## config.mk

```make
export PLATFORM = sky130hd
export DESIGN_NAME = timer_apb_bridge
export DESIGN_NICKNAME = d
export VERILOG_FILES = /design/src/rtl/timer_apb_bridge.sv
export SDC_FILE = /design/constraint.sdc
export NUM_CORES = 1
export LEC_CHECK = 0
export ABC_AREA = 1
export BUFFER_PORTS_ARGS = -buffer_cell sky130_fd_sc_hd__buf_2
export CORE_MARGIN = 2
export CORE_UTILIZATION = 44
export DETAILED_ROUTE_END_ITERATION = 6
export PLACE_DENSITY = 0.69
export SYNTH_ARGS = -nofsm -noshare
export SYNTH_HDL_FRONTEND = slang
export SYNTH_SLANG_ARGS = --single-unit
```

## constraint.sdc

```tcl
create_clock -name clk -period 1.8 [get_ports clk]
set_clock_uncertainty 0.05 [all_clocks]
set_input_delay 0.09 -clock clk [delete_from_list [all_inputs] [get_ports clk]]
set_output_delay 0.09 -clock clk [all_outputs]
set_load 0.02 [all_outputs]
```

## src/rtl/timer_apb_bridge.sv

```systemverilog
// Core-to-timer bridge: owns TMCON/LOAD/STATUS/IRQEN, drives APB-style reload writes
// with PREADY wait and timeout, and turns the timer rollover pulse into a sticky interrupt.
module timer_apb_bridge #(
  parameter int ADDR_W  = 4,
  parameter int TIMEOUT = 255
) (
  input  logic              clk,
  input  logic              rst,
  input  logic              req_valid,
  input  logic              req_write,
  input  logic [ADDR_W-1:0] req_addr,
  input  logic [15:0]       req_wdata,
  output logic              req_ready,
  output logic              rsp_valid,
  output logic [15:0]       rsp_rdata,
  output logic              rsp_err,
  output logic [6:0]        TMCON,
  output logic              P_SEL,
  output logic              P_EN,
  output logic              PWRITE,
  output logic [15:0]       PWDATA,
  input  logic              PREADY,
  input  logic              tm_int_flag,
  output logic              irq
);

  typedef enum logic [2:0] {
    S_IDLE,
    S_LOCAL,
    S_SETUP,
    S_ACCESS,
    S_DONE
  } state_e;

  localparam logic [ADDR_W-1:0] A_CTRL   = ADDR_W'(0);
  localparam logic [ADDR_W-1:0] A_LOAD   = ADDR_W'(1);
  localparam logic [ADDR_W-1:0] A_STATUS = ADDR_W'(2);
  localparam logic [ADDR_W-1:0] A_IRQEN  = ADDR_W'(3);
  localparam logic [7:0]        WAIT_MAX = 8'(TIMEOUT - 1);

  state_e      state_q, state_d;
  logic [6:0]  tmcon_q, tmcon_d;
  logic [15:0] load_q, load_d;
  logic [15:0] pwdata_q, pwdata_d;
  logic [1:0]  status_q, status_d;
  logic        irqen_q, irqen_d;
  logic [15:0] rdata_q, rdata_d;
  logic        err_q, err_d;
  logic [7:0]  wait_cnt_q, wait_cnt_d;
  logic        sync1_q, sync2_q, prev_q;

  logic        mapped;
  logic        int_edge;
  logic [15:0] rd_mux;

  assign mapped   = (req_addr >> 2) == '0;
  assign int_edge = sync2_q & ~prev_q;

  always_comb begin
    rd_mux = '0;
    unique case (req_addr)
      A_CTRL:   rd_mux = {9'd0, tmcon_q};
      A_LOAD:   rd_mux = load_q;
      A_STATUS: rd_mux = {14'd0, status_q};
      A_IRQEN:  rd_mux = {15'd0, irqen_q};
      default:  rd_mux = '0;
    endcase
  end

  // NOTE: every _d gets its hold value first so no path through the case infers a latch.
  always_comb begin
    state_d    = state_q;
    tmcon_d    = tmcon_q;
    load_d     = load_q;
    pwdata_d   = pwdata_q;
    status_d   = status_q;
    irqen_d    = irqen_q;
    rdata_d    = rdata_q;
    err_d      = err_q;
    wait_cnt_d = wait_cnt_q;

    unique case (state_q)
      S_IDLE: begin
        if (req_valid) begin
          rdata_d = rd_mux;
          err_d   = ~mapped;
          if (req_write && req_addr == A_LOAD) begin
            load_d   = req_wdata;
            pwdata_d = req_wdata;
            state_d  = S_SETUP;
          end else begin
            state_d = S_LOCAL;
            if (req_write) begin
              if (req_addr == A_CTRL)   tmcon_d  = req_wdata[6:0];
              if (req_addr == A_STATUS) status_d = status_q & ~req_wdata[1:0];
              if (req_addr == A_IRQEN)  irqen_d  = req_wdata[0];
            end
          end
        end
      end
      S_LOCAL: state_d = S_IDLE;
      S_SETUP: begin
        wait_cnt_d = '0;
        state_d    = S_ACCESS;
      end
      S_ACCESS: begin
        if (PREADY) begin
          err_d   = 1'b0;
          state_d = S_DONE;
        end else if (wait_cnt_q == WAIT_MAX) begin
          err_d       = 1'b1;
          status_d[1] = 1'b1;
          state_d     = S_DONE;
        end else begin
          wait_cnt_d = wait_cnt_q + 8'd1;
        end
      end
      S_DONE:  state_d = S_IDLE;
      default: state_d = S_IDLE;
    endcase

    // A fresh rollover edge beats a simultaneous write-1-to-clear of the pending bit.
    if (int_edge) status_d[0] = 1'b1;
  end

  // NOTE: sequential state uses non-blocking assignments so every flop samples pre-edge values.
  always_ff @(posedge clk) begin
    if (!rst) begin
      state_q    <= S_IDLE;
      tmcon_q    <= '0;
      load_q     <= '0;
      pwdata_q   <= '0;
      status_q   <= '0;
      irqen_q    <= 1'b0;
      rdata_q    <= '0;
      err_q      <= 1'b0;
      wait_cnt_q <= '0;
      sync1_q    <= 1'b0;
      sync2_q    <= 1'b0;
      prev_q     <= 1'b0;
    end else begin
      state_q    <= state_d;
      tmcon_q    <= tmcon_d;
      load_q     <= load_d;
      pwdata_q   <= pwdata_d;
      status_q   <= status_d;
      irqen_q    <= irqen_d;
      rdata_q    <= rdata_d;
      err_q      <= err_d;
      wait_cnt_q <= wait_cnt_d;
      sync1_q    <= tm_int_flag;
      sync2_q    <= sync1_q;
      prev_q     <= sync2_q;
    end
  end

  // Strobes decode straight from the state so a reset edge drops them immediately.
  assign req_ready = rst & (state_q == S_IDLE);
  assign rsp_valid = (state_q == S_LOCAL) | (state_q == S_DONE);
  assign rsp_rdata = (state_q == S_LOCAL) ? rdata_q : '0;
  assign rsp_err   = rsp_valid & err_q;
  assign P_SEL     = (state_q == S_SETUP) | (state_q == S_ACCESS);
  assign P_EN      = (state_q == S_ACCESS);
  assign PWRITE    = P_SEL;
  assign PWDATA    = pwdata_q;
  assign TMCON     = tmcon_q;
  assign irq       = status_q[0] & irqen_q;

endmodule
```

-- After elaboration in Yosys (flattened, before gate mapping)
Index checks and enable logic that the tools add are counted.
- logic and storage cells: 82
- bits in registers: 57
- output and inout bits: 46
- input bits: 26
- muxes and demuxes: 22
- reductions and logical operators: 19
- bitwise gates (word level): 11
- equality and inequality tests: 17
- add/sub/neg operators: 1
- operator list (cell ; number):
    16-bit case mux with 4 select lines ; 1
    16-bit two-way mux ; 1
    8-bit two-way mux ; 2
    8-bit case mux with 2 select lines ; 1
    5-bit AND reduction ; 3
    2-bit inequality test (second input constant) ; 7
    2-bit nonzero test ; 6
    2-bit two-way mux ; 5
    3-bit two-way mux ; 3
    3-bit case mux with 3 select lines ; 1
    3-bit AND reduction ; 3
    8-bit by 1-bit adder with 8-bit output (second input constant) ; 1
    4-bit by 2-bit equality test with 1-bit output (second input constant) ; 2
    8-bit equality test (second input constant) ; 1
    4-bit zero test ; 2
    7-bit AND reduction ; 1
    3-bit by 2-bit equality test with 1-bit output (second input constant) ; 2
    1-bit two-way mux ; 6
    1-bit bitwise AND ; 4
    4-bit by 1-bit equality test with 1-bit output (second input constant) ; 1
    1-bit case mux with 2 select lines ; 2
    2-bit AND reduction ; 2
    3-bit by 1-bit equality test with 1-bit output (second input constant) ; 1
    3-bit equality test (second input constant) ; 1
    8 further kinds ; 11

-- Longest topological paths before layout
Gate-level depths: netlist of run 1.
- depth in word-level cells: 8
- mapped depth: 11
- depth with buffers taken out: 11

-- Least setup slack after synthesis of run 1
OpenSTA, ideal clock, no wires.
- kind: register -> register
- from: reg state_q[1]
- to: reg wait_cnt_q[3]
- data required time: 1618 ps
- cell stages (with the launch flop): 9
- setup time: 132 ps
- period minus slack after synthesis: 1525 ps
- path slack: 275 ps
- arrival: 1343 ps
- buffers on the path: 1
- cells stage by stage: dfxtp_1 inv_1 nor2_1 nand2_1 nand2_2 buf_6 inv_2 nand2_1 a21oi_2
- word-level cells in the longest chain between the ends: 3
- elaborated cells on any way between the ends: 7
- classes of those cells: 4 x eq/ne; 1 x mux; 2 x reduce/logical
- RTL lines (element ; RTL line ; source):
    start, declared ; 41 ; state_e state_q, state_d;
    start signal, assigned ; 142 ; state_q <= state_d;
    3-bit by 2-bit equality test with 1-bit output ; 82 ; unique case (state_q)
    2-bit inequality test (no line) / 2-bit nonzero test (equally long branches) ; -- ;
    3-bit AND reduction (no line) ; -- ;
    end signal, assigned ; 150 ; wait_cnt_q <= wait_cnt_d;
    end, declared ; 49 ; logic [7:0] wait_cnt_q, wait_cnt_d;
Several ways; a longest one is shown, not always the timed one.
A chain may end at the register's enable or synchronous reset.

-- Final worst setup path of run 1
- from: reg state_q[0]
- to: reg pwdata_q[2] (netlist: PWDATA[2])
- word-level cells in the longest chain between the ends: 2
- RTL lines (element ; RTL line ; source):
    3-bit zero test ; 82 ;
    3-bit AND reduction (no line) ; -- ;
    end signal, assigned ; 145 ; pwdata_q <= pwdata_d;
    end, declared ; 44 ; logic [15:0] pwdata_q, pwdata_d;
Every way passes these cells.

==> summary.txt, run 1 <==
cell family with most CP delay = simple AND/OR/NAND/NOR gates
Reg2Reg Setup Slack = 0.20 ns
post-route ant nets = 0
initial core utilization = 45.3%
multiplexer area fraction after synthesis = 0%
Worst setup SP type = register
Crit path arrival time = 1.81 ns
H-tree level count = 3
Vias = 2610
largest family of logic cells by synthesized area = simple AND/OR/NAND/NOR gates
Final TNS setup = 0 ns
P_int = 2.09 mW
most common cell after layout, fill and taps aside = buf_2
crit path max fanout = 18
synthesized-area fraction occupied by xor and xnor cells = 0.657%
DIE HEIGHT = 81.8 um
Fmax = 626 MHz
clock root buffer = clkbuf_8
Post-DP HPWL = 4720 um
hold path depth = 3
critical path, cell by cell = nor2_4 -> nand2_4 -> nor2_8 -> inv_4 -> nor2_4 -> nand2_1 -> a21oi_1
Peak VDD IR = 0.591 mV
TritonCTS buffer count = 9
Slew Viols, Final = 0
clock power share = 39.7%
Reg-to-Reg Start = state_q[0]
unrepaired setup endpoints after global routing = false
status = complete, no violations
Post-Synth Simple-Gate Area = 28.7%
share of cells above drive strength 1 = 24.5%
PwrDens = 842 nW/um2
drc violations = 0
DR pass1 iterations = 4
Adder-Cell Fraction of Synth Area = 0.939%
Port Buffers = 71
Flop pwr share = 45.7%
Final min period = 1.60 ns
global route overflow = 0
die area = 6700 um2
core area = 5890 um2
Switching Share = 27.2%
number of global-route vias before repair = 2385
Max Cap Violations = 0
final core utilization = 58.0%
Final setup violation count = 0
gr usage total = 20.7%
hold path startpoint = req_wdata[0]
Leak = 1.53 nW
synthesized cell area = 2670 um2
post-route design area = 3410 um2
largest net degree at the start of global routing = 34
slew at the pin closest to its max-slew limit = 0.288 ns
logic gate share of total power = 14.6%
Buf/Inv on CP = 1
diodes inserted = 0
Max-slew headroom = 80.8%
Mapped Cells = 369
crit-path max cell delay = 0.36 ns
Synth Area in Compound Gates = 16.5%
GP Congestion = 0.781
area occupied by multi-input gates = 1250 um2
worst min path class = input port to register
warnings from Yosys = 0
Die X = 81.8 um
final hold violation count = 0
setup bufs post-CTS = 0
fillcell total = 567
Switching Power = 0.782 mW
Final Net Count = 486
Seq/Total Area, Yosys = 42.8%
sequential cell area = 1140 um2
CP startpoint = state_q[0]
r2r endpoint = PWDATA[2]
Crit path top cell by count = nor2_4
global-route wire length before repair = 10600 um
Reg clk slew, reported paths = 0.06 ns
I/O pins = 72
TritonCTS clock tree = yes
drt via density = 4.87
Unique masters post-synth = 35
Worst setup EP type = register
most frequent cells in the layout = buf_2 (71), nor2_1 (61), nand2_1 (59)
Crit Path Class = register to register
Iter 0 DRT Violations = 173
final wirelength = 6540 um
FF-to-FF path depth = 7
Placement Rows = 28
register bit total from synthesis = 57
Critical-path top delay cell = dfxtp_1
Syn Nets = 397
post-place instance area = 3090 um2
Final Cycle Share = 88.8%
antenna violations before repair = 0
Hold Path End = irqen_q
WL/cell = 12.2 um
Syn Area/Cell = 7.23 um2
clk buf depth = 2
worst skew pair latency = 0.33 ns
clk sinks = 57
CP required = 2.01 ns
Layout area overhead = 28.0%
[stage by stage]
step | total power [mW] | cells | setup slack [ns] | hold WS [ns]
after floorplan | 1.63 | 369 | 0.275 | 0.138
after global placement | 1.73 | 508 | 0.284 | 0.223
after detailed placement | 1.74 | 508 | 0.200 | 0.231
after CTS | 2.90 | 536 | 0.197 | 0.00266
after global routing | 3.00 | 536 | 0.0591 | 0.0453
final | 2.87 | 536 | 0.202 | 0.0106
[worst max path at each step]
stage | endpoint | cells after the start | slack [ns]
after CTS | PWDATA[2] | 7 | 0.20
after detailed placement | PWDATA[2] | 7 | 0.20
after floorplan | wait_cnt_q[3] | 8 | 0.27
final | PWDATA[2] | 7 | 0.20
after global routing | PWDATA[5] | 7 | 0.06
after global placement | PWDATA[4] | 7 | 0.28
[sequential cells by signal, indices dropped and copies added, names as in the netlist]
| signal | count |
|---|---|
| PWDATA | 16 |
| TMCON | 7 |
| err_q | 1 |
| irqen_q | 1 |
| prev_q | 1 |
| rdata_q | 16 |
| state_q | 3 |
| status_q | 2 |
| sync1_q | 1 |
| sync2_q | 1 |
| wait_cnt_q | 8 |
[cell type report]
type | count | area share, %
Clock buffer | 11 | 4.14
Clock inverter | 3 | 1.25
Inverter | 51 | 5.68
Multi-Input combinational cell | 248 | 36.5
Sequential cell | 57 | 33.4
Tap cell | 75 | 2.75
Timing Repair Buffer | 91 | 16.2
[worst reg2reg max path, cell delays in order (launching register included)]
cell and delay [ns]:
dfxtp_1 0.36, nor2_4 0.16, nand2_4 0.11, nor2_8 0.16, inv_4 0.11, nor2_4 0.23, nand2_1 0.18, a21oi_1 0.18
[power by group through the flow]
stage | logic, mW | clock network [mW] | registers, mW
final | 0.419 | 1.14 | 1.31
after global routing | 0.470 | 1.22 | 1.32
after CTS | 0.420 | 1.16 | 1.31
after detailed placement | 0.395 | 0 | 1.34
after global placement | 0.388 | 0 | 1.34
after floorplan | 0.282 | 0 | 1.34
[routing by layer]
| layer | routed length (um) | global-route usage, % | up-vias |
|---|---|---|---|
| met2 | 2910 | 31.3 | 87 |
| met3 | 396 | 4.40 | 7 |
| met1 | 3150 | 28.2 | 1153 |
| li1 | - | - | 1363 |
| met5 | 0 | 0 | - |
| met4 | 79 | 9.33 | 0 |
[cell usage after synthesis (all sizes together)]
cell type,count,area share (%)
nand4,3,0.70
o211ai,1,0.28
and3,1,0.23
buf,6,2.2
a21oi,35,6.9
nor3b,1,0.28
xor2,2,0.66
nor2,69,12
ha,2,0.94
a21boi,1,0.28
clkinv,1,0.14
a22oi,9,2.5
nand3,15,3.5
nor3,7,1.3
inv,50,7.1
o21ai,33,6.2
dfxtp,57,43
nand2,66,10
a41oi,1,0.33
nor4,1,0.23
or2,1,0.23
clkbuf,7,0.99
[logic make-up after synthesis]
family / count (synthesis)
AO/OA/AOI/OAI: 80
AND/OR/NAND/NOR: 164
buffers and inverters: 64
XOR/XNOR: 2
adder cells (fa/ha/maj): 2
flip-flops: 57
[what timing repair did]
action	4_1_cts	5_1_grt
hold buffers	14	0
resized for setup	0	0
endpoints found under the hold margin	14	0
No activity file was read; power rests on OpenSTA's default activity.
==> inputs of run 2 (changes only) <==
Clock period 1.8 ns to 1.6 ns, I/O delays scaled along.
==> run 2 against run 1 <==
Worst setup slack got worse by 0.13 ns. Combinational power rose by 18%. Sequential cell count did not move. First-iteration DRC count fell by 18%. Die area did not move. Clock power rose by 17%. The flow now finishes with violations (negative hold slack). Largest power group unchanged. Sequential share of layout area fell by 0.51 points. Worst hold slack got worse by 0.015 ns. Sequential power rose by 13%.
==> summary.txt, run 2 (synthesis gave the netlist of run 1 again) <==
largest net degree at the start of global routing = 34 (unchanged)
diodes inserted = 0 (unchanged)
Max-slew headroom = 79.8% (-0.93 points)
Final Cycle Share = 95.6%
crit path max fanout = 18 (unchanged)
drc violations = 0 (unchanged)
final wirelength = 6650 um (+1.7%)
final hold violation count = 1 (+1)
Placement Rows = 28 (unchanged)
failing checks = negative hold slack
global route overflow = 0 (unchanged)
Worst setup SP type = register
Reg clk slew, reported paths = 0.07 ns (about the same)
GP Congestion = 0.871 (+12%)
TritonCTS buffer count = 9 (unchanged)
share of cells above drive strength 1 = 25.5% (+1.0 points)
Crit path arrival time = 1.40 ns (-0.41 ns)
setup bufs post-CTS = 0 (unchanged)
Max Cap Violations = 0 (unchanged)
area occupied by multi-input gates = 1260 um2 (+1.0%)
worst skew pair latency = 0.33 ns (about the same)
CP required = 1.47 ns (-0.54 ns)
Die X = 81.8 um (unchanged)
crit-path max cell delay = 0.34 ns (-0.02 ns)
Leak = 1.56 nW (+1.7%)
Vias = 2640 (+1.1%)
Peak VDD IR = 0.655 mV (+11%)
Layout area overhead = 30.3%
drt via density = 4.88 (+0.21%)
slew at the pin closest to its max-slew limit = 0.303 ns (+0.0140 ns)
Final setup violation count = 0 (unchanged)
gr usage total = 21.3% (+0.64 points)
sequential cell area = 1140 um2 (+0.22%)
Fmax = 654 MHz
Final min period = 1.53 ns
PwrDens = 953 nW/um2 (+13%)
Iter 0 DRT Violations = 141 (-18%)
clock root buffer = clkbuf_8
DIE HEIGHT = 81.8 um (unchanged)
number of global-route vias before repair = 2457 (+3.0%)
critical path, cell by cell = inv_1 -> nand3_1 -> buf_4 -> a21boi_0 -> buf_2
Slew Viols, Final = 0 (unchanged)
Final Net Count = 490 (+0.82%)
final core utilization = 59.0% (+1.0 points)
I/O pins = 72 (unchanged)
most common cell after layout, fill and taps aside = buf_2
DR pass1 iterations = 4 (unchanged)
Hold WS = -0.00417 ns (-0.0148 ns)
H-tree level count = 3 (unchanged)
TritonCTS clock tree = yes
Post-DP HPWL = 4660 um (-1.4%)
initial core utilization = 45.3% (unchanged)
post-route ant nets = 0 (unchanged)
antenna violations before repair = 0 (unchanged)
core area = 5890 um2 (unchanged)
Crit Path Class = register to output port
Port Buffers = 71 (unchanged)
status = complete, but fails checks
worst min path class = input port to register
global-route wire length before repair = 11000 um (+3.8%)
clk sinks = 57 (unchanged)
Worst setup EP type = output port
Critical-path top delay cell = dfxtp_2
die area = 6700 um2 (unchanged)
clk buf depth = 2 (unchanged)
WL/cell = 12.3 um (+0.77%)
fillcell total = 549 (-3.2%)
most frequent cells in the layout = buf_2 (71), nor2_1 (61), nand2_1 (59)
[run 2: what timing repair did]
action	CTS	global route
endpoints found under the setup margin	0	9
endpoints found under the hold margin	20	0
resized for setup	0	5
hold buffers	16	0
[run 2: final timing paths]
check | end | startpoint | cells past startpoint | slack (ns)
worst max-delay path | rsp_err | state_q[2] | 5 | 0.07
worst min-delay path | PWDATA[1] | req_wdata[1] | 3 | -0.004
worst max register to register | TMCON[1] | state_q[0] | 7 | 0.15
worst min register to register | sync2_q | sync1_q | 2 | 0.36
[run 2: area by class of cell]
cell class,instances,share of cell area [%]
clock buffers,10,3.96
clock inverters,5,1.62
inverters,51,5.58
multi-input cells,248,36.3
flip-flops and latches,57,32.9
well taps,75,2.70
repair buffers,95,16.9
[run 2: report_power, final]
part / internal (mW) / leakage [nW] / switching, mW / total, mW
clock: 0.749 / 0.0981 / 0.585 / 1.33
combinational: 0.173 / 0.997 / 0.322 / 0.495
sequential: 1.45 / 0.462 / 0.0290 / 1.48
[run 2: worst max-delay path: cells and delay by family (launching register included)]
family                 cells  cell delay (ns)
DFF                        1             0.34
buffers and inverters      3             0.50
and+or+nand+nor            1             0.08
AOI/OAI and AO/OA          1             0.16
[run 2: metal layers]
| metal | vias up | part of all wire [%] | global-route usage [%] |
|---|---|---|---|
| met3 | 13 | 5.1 | 3.85 |
| met5 | - | 0 | 0 |
| met1 | 1174 | 50 | 29.2 |
| li1 | 1371 | - | - |
| met2 | 82 | 43 | 32.1 |
| met4 | 0 | 2.2 | 10.7 |
[run 2: per-stage QoR]
| stage | total power, mW | setup WS (ns) | instance area [um2] | setup TNS, ns | cells |
|---|---|---|---|---|---|
| after CTS | 3.31 | 0.0307 | 3460 | 0 | 541 |
| after floorplan | 1.83 | 0.0750 | 2670 | 0 | 369 |
| after global placement | 1.96 | 0.179 | 3100 | 0 | 510 |
| after detailed placement | 1.97 | 0.131 | 3100 | 0 | 510 |
| after global routing | 3.42 | -0.00433 | 3470 | -0.00546 | 541 |
| final | 3.31 | 0.0706 | 3470 | 0 | 541 |
==> inputs of run 3 (changes only) <==
Settings changed: CELL_PAD_IN_SITES_DETAIL_PLACEMENT from default to 1, CELL_PAD_IN_SITES_GLOBAL_PLACEMENT from default to 2, CORE_UTILIZATION 44 to 28, PLACE_DENSITY 0.69 to default, PLACE_DENSITY_LB_ADDON from default to 0.1.
==> run 3 against run 2 <==
The flow now finishes without violations. Utilization decreased by 20 points. Sequential share of layout area shrank 1.5 points. Routed wire length grew 25%. First-iteration DRC count is 57% lower. Die area rose by 54%. Worst setup slack improved by 0.045 ns. Via count is 1.9% higher. Non-clock buffer count rose by 8. Critical path type unchanged. Critical endpoint is now rsp_rdata[8].
==> summary.txt, run 3 (synthesis gave the netlist of run 1 again) <==
most frequent cells in the layout = buf_2 (70), nor2_1 (61), nand2_1 (59)
Final Net Count = 498 (+1.6%)
Port Buffers = 71 (unchanged)
Layout area overhead = 36.1%
global-route wire length before repair = 13600 um (+23%)
clk buf depth = 2 (unchanged)
share of cells above drive strength 1 = 26.3% (+0.78 points)
Final TNS setup = 0 ns (unchanged)
logic gate share of total power = 15.9% (+0.9 points)
H-tree level count = 3 (unchanged)
Fmax = 674 MHz (+3.0%)
slew at the pin closest to its max-slew limit = 0.360 ns (+0.0572 ns)
crit path max fanout = 17 (-1)
crit-path max cell delay = 0.43 ns (+0.09 ns)
final hold violation count = 0 (-1)
Vias = 2691 (+1.9%)
Post-DP HPWL = 6140 um (+32%)
Switching Share = 28.5% (+0.23 points)
most common cell after layout, fill and taps aside = buf_2
clk sinks = 57 (unchanged)
filler-free cell count of the finished design = 604 (+12%)
Critical-path top delay cell = dfxtp_1
fillcell total = 1189 (+120%)
Final Cycle Share = 92.8% (-2.8 points)
worst skew pair latency = 0.34 ns (about the same)
number of global-route vias before repair = 2691 (+9.5%)
GP Congestion = 0.784 (-10%)
clock power share = 41.1% (+0.8 points)
drt via density = 4.46 (-8.7%)
Iter 0 DRT Violations = 60 (-57%)
TritonCTS buffer count = 9 (unchanged)
CP required = 1.47 ns (about the same)
DR pass1 iterations = 4 (unchanged)
gr usage total = 17.1% (-4.2 points)
Max Cap Violations = 0 (unchanged)
global route overflow = 0 (unchanged)
Max-slew headroom = 75.8% (-4.1 points)
drc violations = 0 (unchanged)
WL/cell = 13.8 um (+12%)
final core utilization = 39.3% (-20 points)
status = complete, no violations
Peak VDD IR = 0.297 mV (-55%)
critical path, cell by cell = nand3_1 -> buf_6 -> nor2_1 -> buf_2
P_int = 2.45 mW (+3.4%)
worst min path class = input port to register
final wirelength = 8320 um (+25%)
Worst setup EP type = output port
Hold WS = 0.0752 ns (+0.0793 ns)
Flop pwr share = 43.1% (-1.6 points)
Slew Viols, Final = 0 (unchanged)
unrepaired setup endpoints after global routing = false
Placement Rows = 35 (+25%)
core area = 9240 um2 (+57%)
Switching Power = 0.979 mW (+4.5%)
Die X = 102 um (+24%)
I/O pins = 72 (unchanged)
Reg clk slew, reported paths = 0.07 ns (about the same)
diodes inserted = 0 (unchanged)
post-route ant nets = 0 (unchanged)
PwrDens = 946 nW/um2 (-0.72%)
Crit path arrival time = 1.35 ns (-0.05 ns)
Worst setup SP type = register
Final min period = 1.48 ns (-0.0451 ns)
post-route total power = 3.43 mW (+3.7%)
clock root buffer = clkbuf_8
TritonCTS clock tree = yes
antenna violations before repair = 0 (unchanged)
largest net degree at the start of global routing = 19 (-44%)
DIE HEIGHT = 102 um (+24%)
Crit Path Class = register to output port
Leak = 1.61 nW (+3.4%)
initial core utilization = 28.9% (-16 points)
Placed Cells = 569 (+12%)
Final setup violation count = 0 (unchanged)
die area = 10300 um2 (+54%)
run 3: changes by cell type in the layout (fill, tap and decap cells not counted), moves of 2 or more:
cell,change
buf_4,+6
dfxtp_1,+2
dfxtp_2,-2
buf_6,+2
run 3: timing repair:
action / 4_1_cts / 5_1_grt
endpoints found under the setup margin: 0 / 36
setup buffers: 0 / 2
gates resized for setup: 0 / 7
hold buffers: 17 / 0
endpoints found under the hold margin: 22 / 0
run 3: final timing paths:
path	depth (start not counted)	slack, ns	end	start
max reg2reg	7	0.14	TMCON[6]	state_q[0]
min	4	0.08	irqen_q	req_addr[0]
min reg2reg	1	0.37	status_q[0]	prev_q
max	4	0.12	rsp_rdata[8]	state_q[0]
run 3: cell type report:
| cell class | count | area [um2] | area share, % |
|---|---|---|---|
| multi-input combinational | 248 | 1260 | 34.9 |
| sequential | 57 | 1140 | 31.4 |
| timing repair buffer | 103 | 661 | 18.2 |
| inverter | 51 | 194 | 5.34 |
| tap | 129 | 161 | 4.45 |
| clock buffer | 12 | 155 | 4.28 |
| clock inverter | 4 | 51.3 | 1.41 |
run 3: routing by layer:
metal	part of all wire [%]	vias to the layer above	global-route usage, %
li1	-	1378	-
met1	52	1238	24.1
met2	43	60	25.3
met3	3.1	15	3.04
met4	2.4	0	7.90
met5	0	-	0
run 3: worst max-delay path, delay by kind of cell (launching register included):
kind | cells | cell delay (ns)
buf+inv | 2 | 0.35
flops | 1 | 0.43
simple gates | 2 | 0.24
run 3: per-stage QoR:
step,instance area [um2],setup slack (ns)
3_3_place_gp,3210,0.0906
4_1_cts,3590,0.0203
6_report,3630,0.116
5_1_grt,3630,0.00343
3_5_place_dp,3210,0.0466
2_1_floorplan,2670,0.0750
run 3: power by group through the flow:
stage	clock network, mW	registers (mW)	logic [mW]
after floorplan	0	1.51	0.318
after global placement	0	1.51	0.494
after detailed placement	0	1.51	0.499
after CTS	1.45	1.48	0.533
after global routing	1.51	1.48	0.604
final	1.41	1.48	0.544
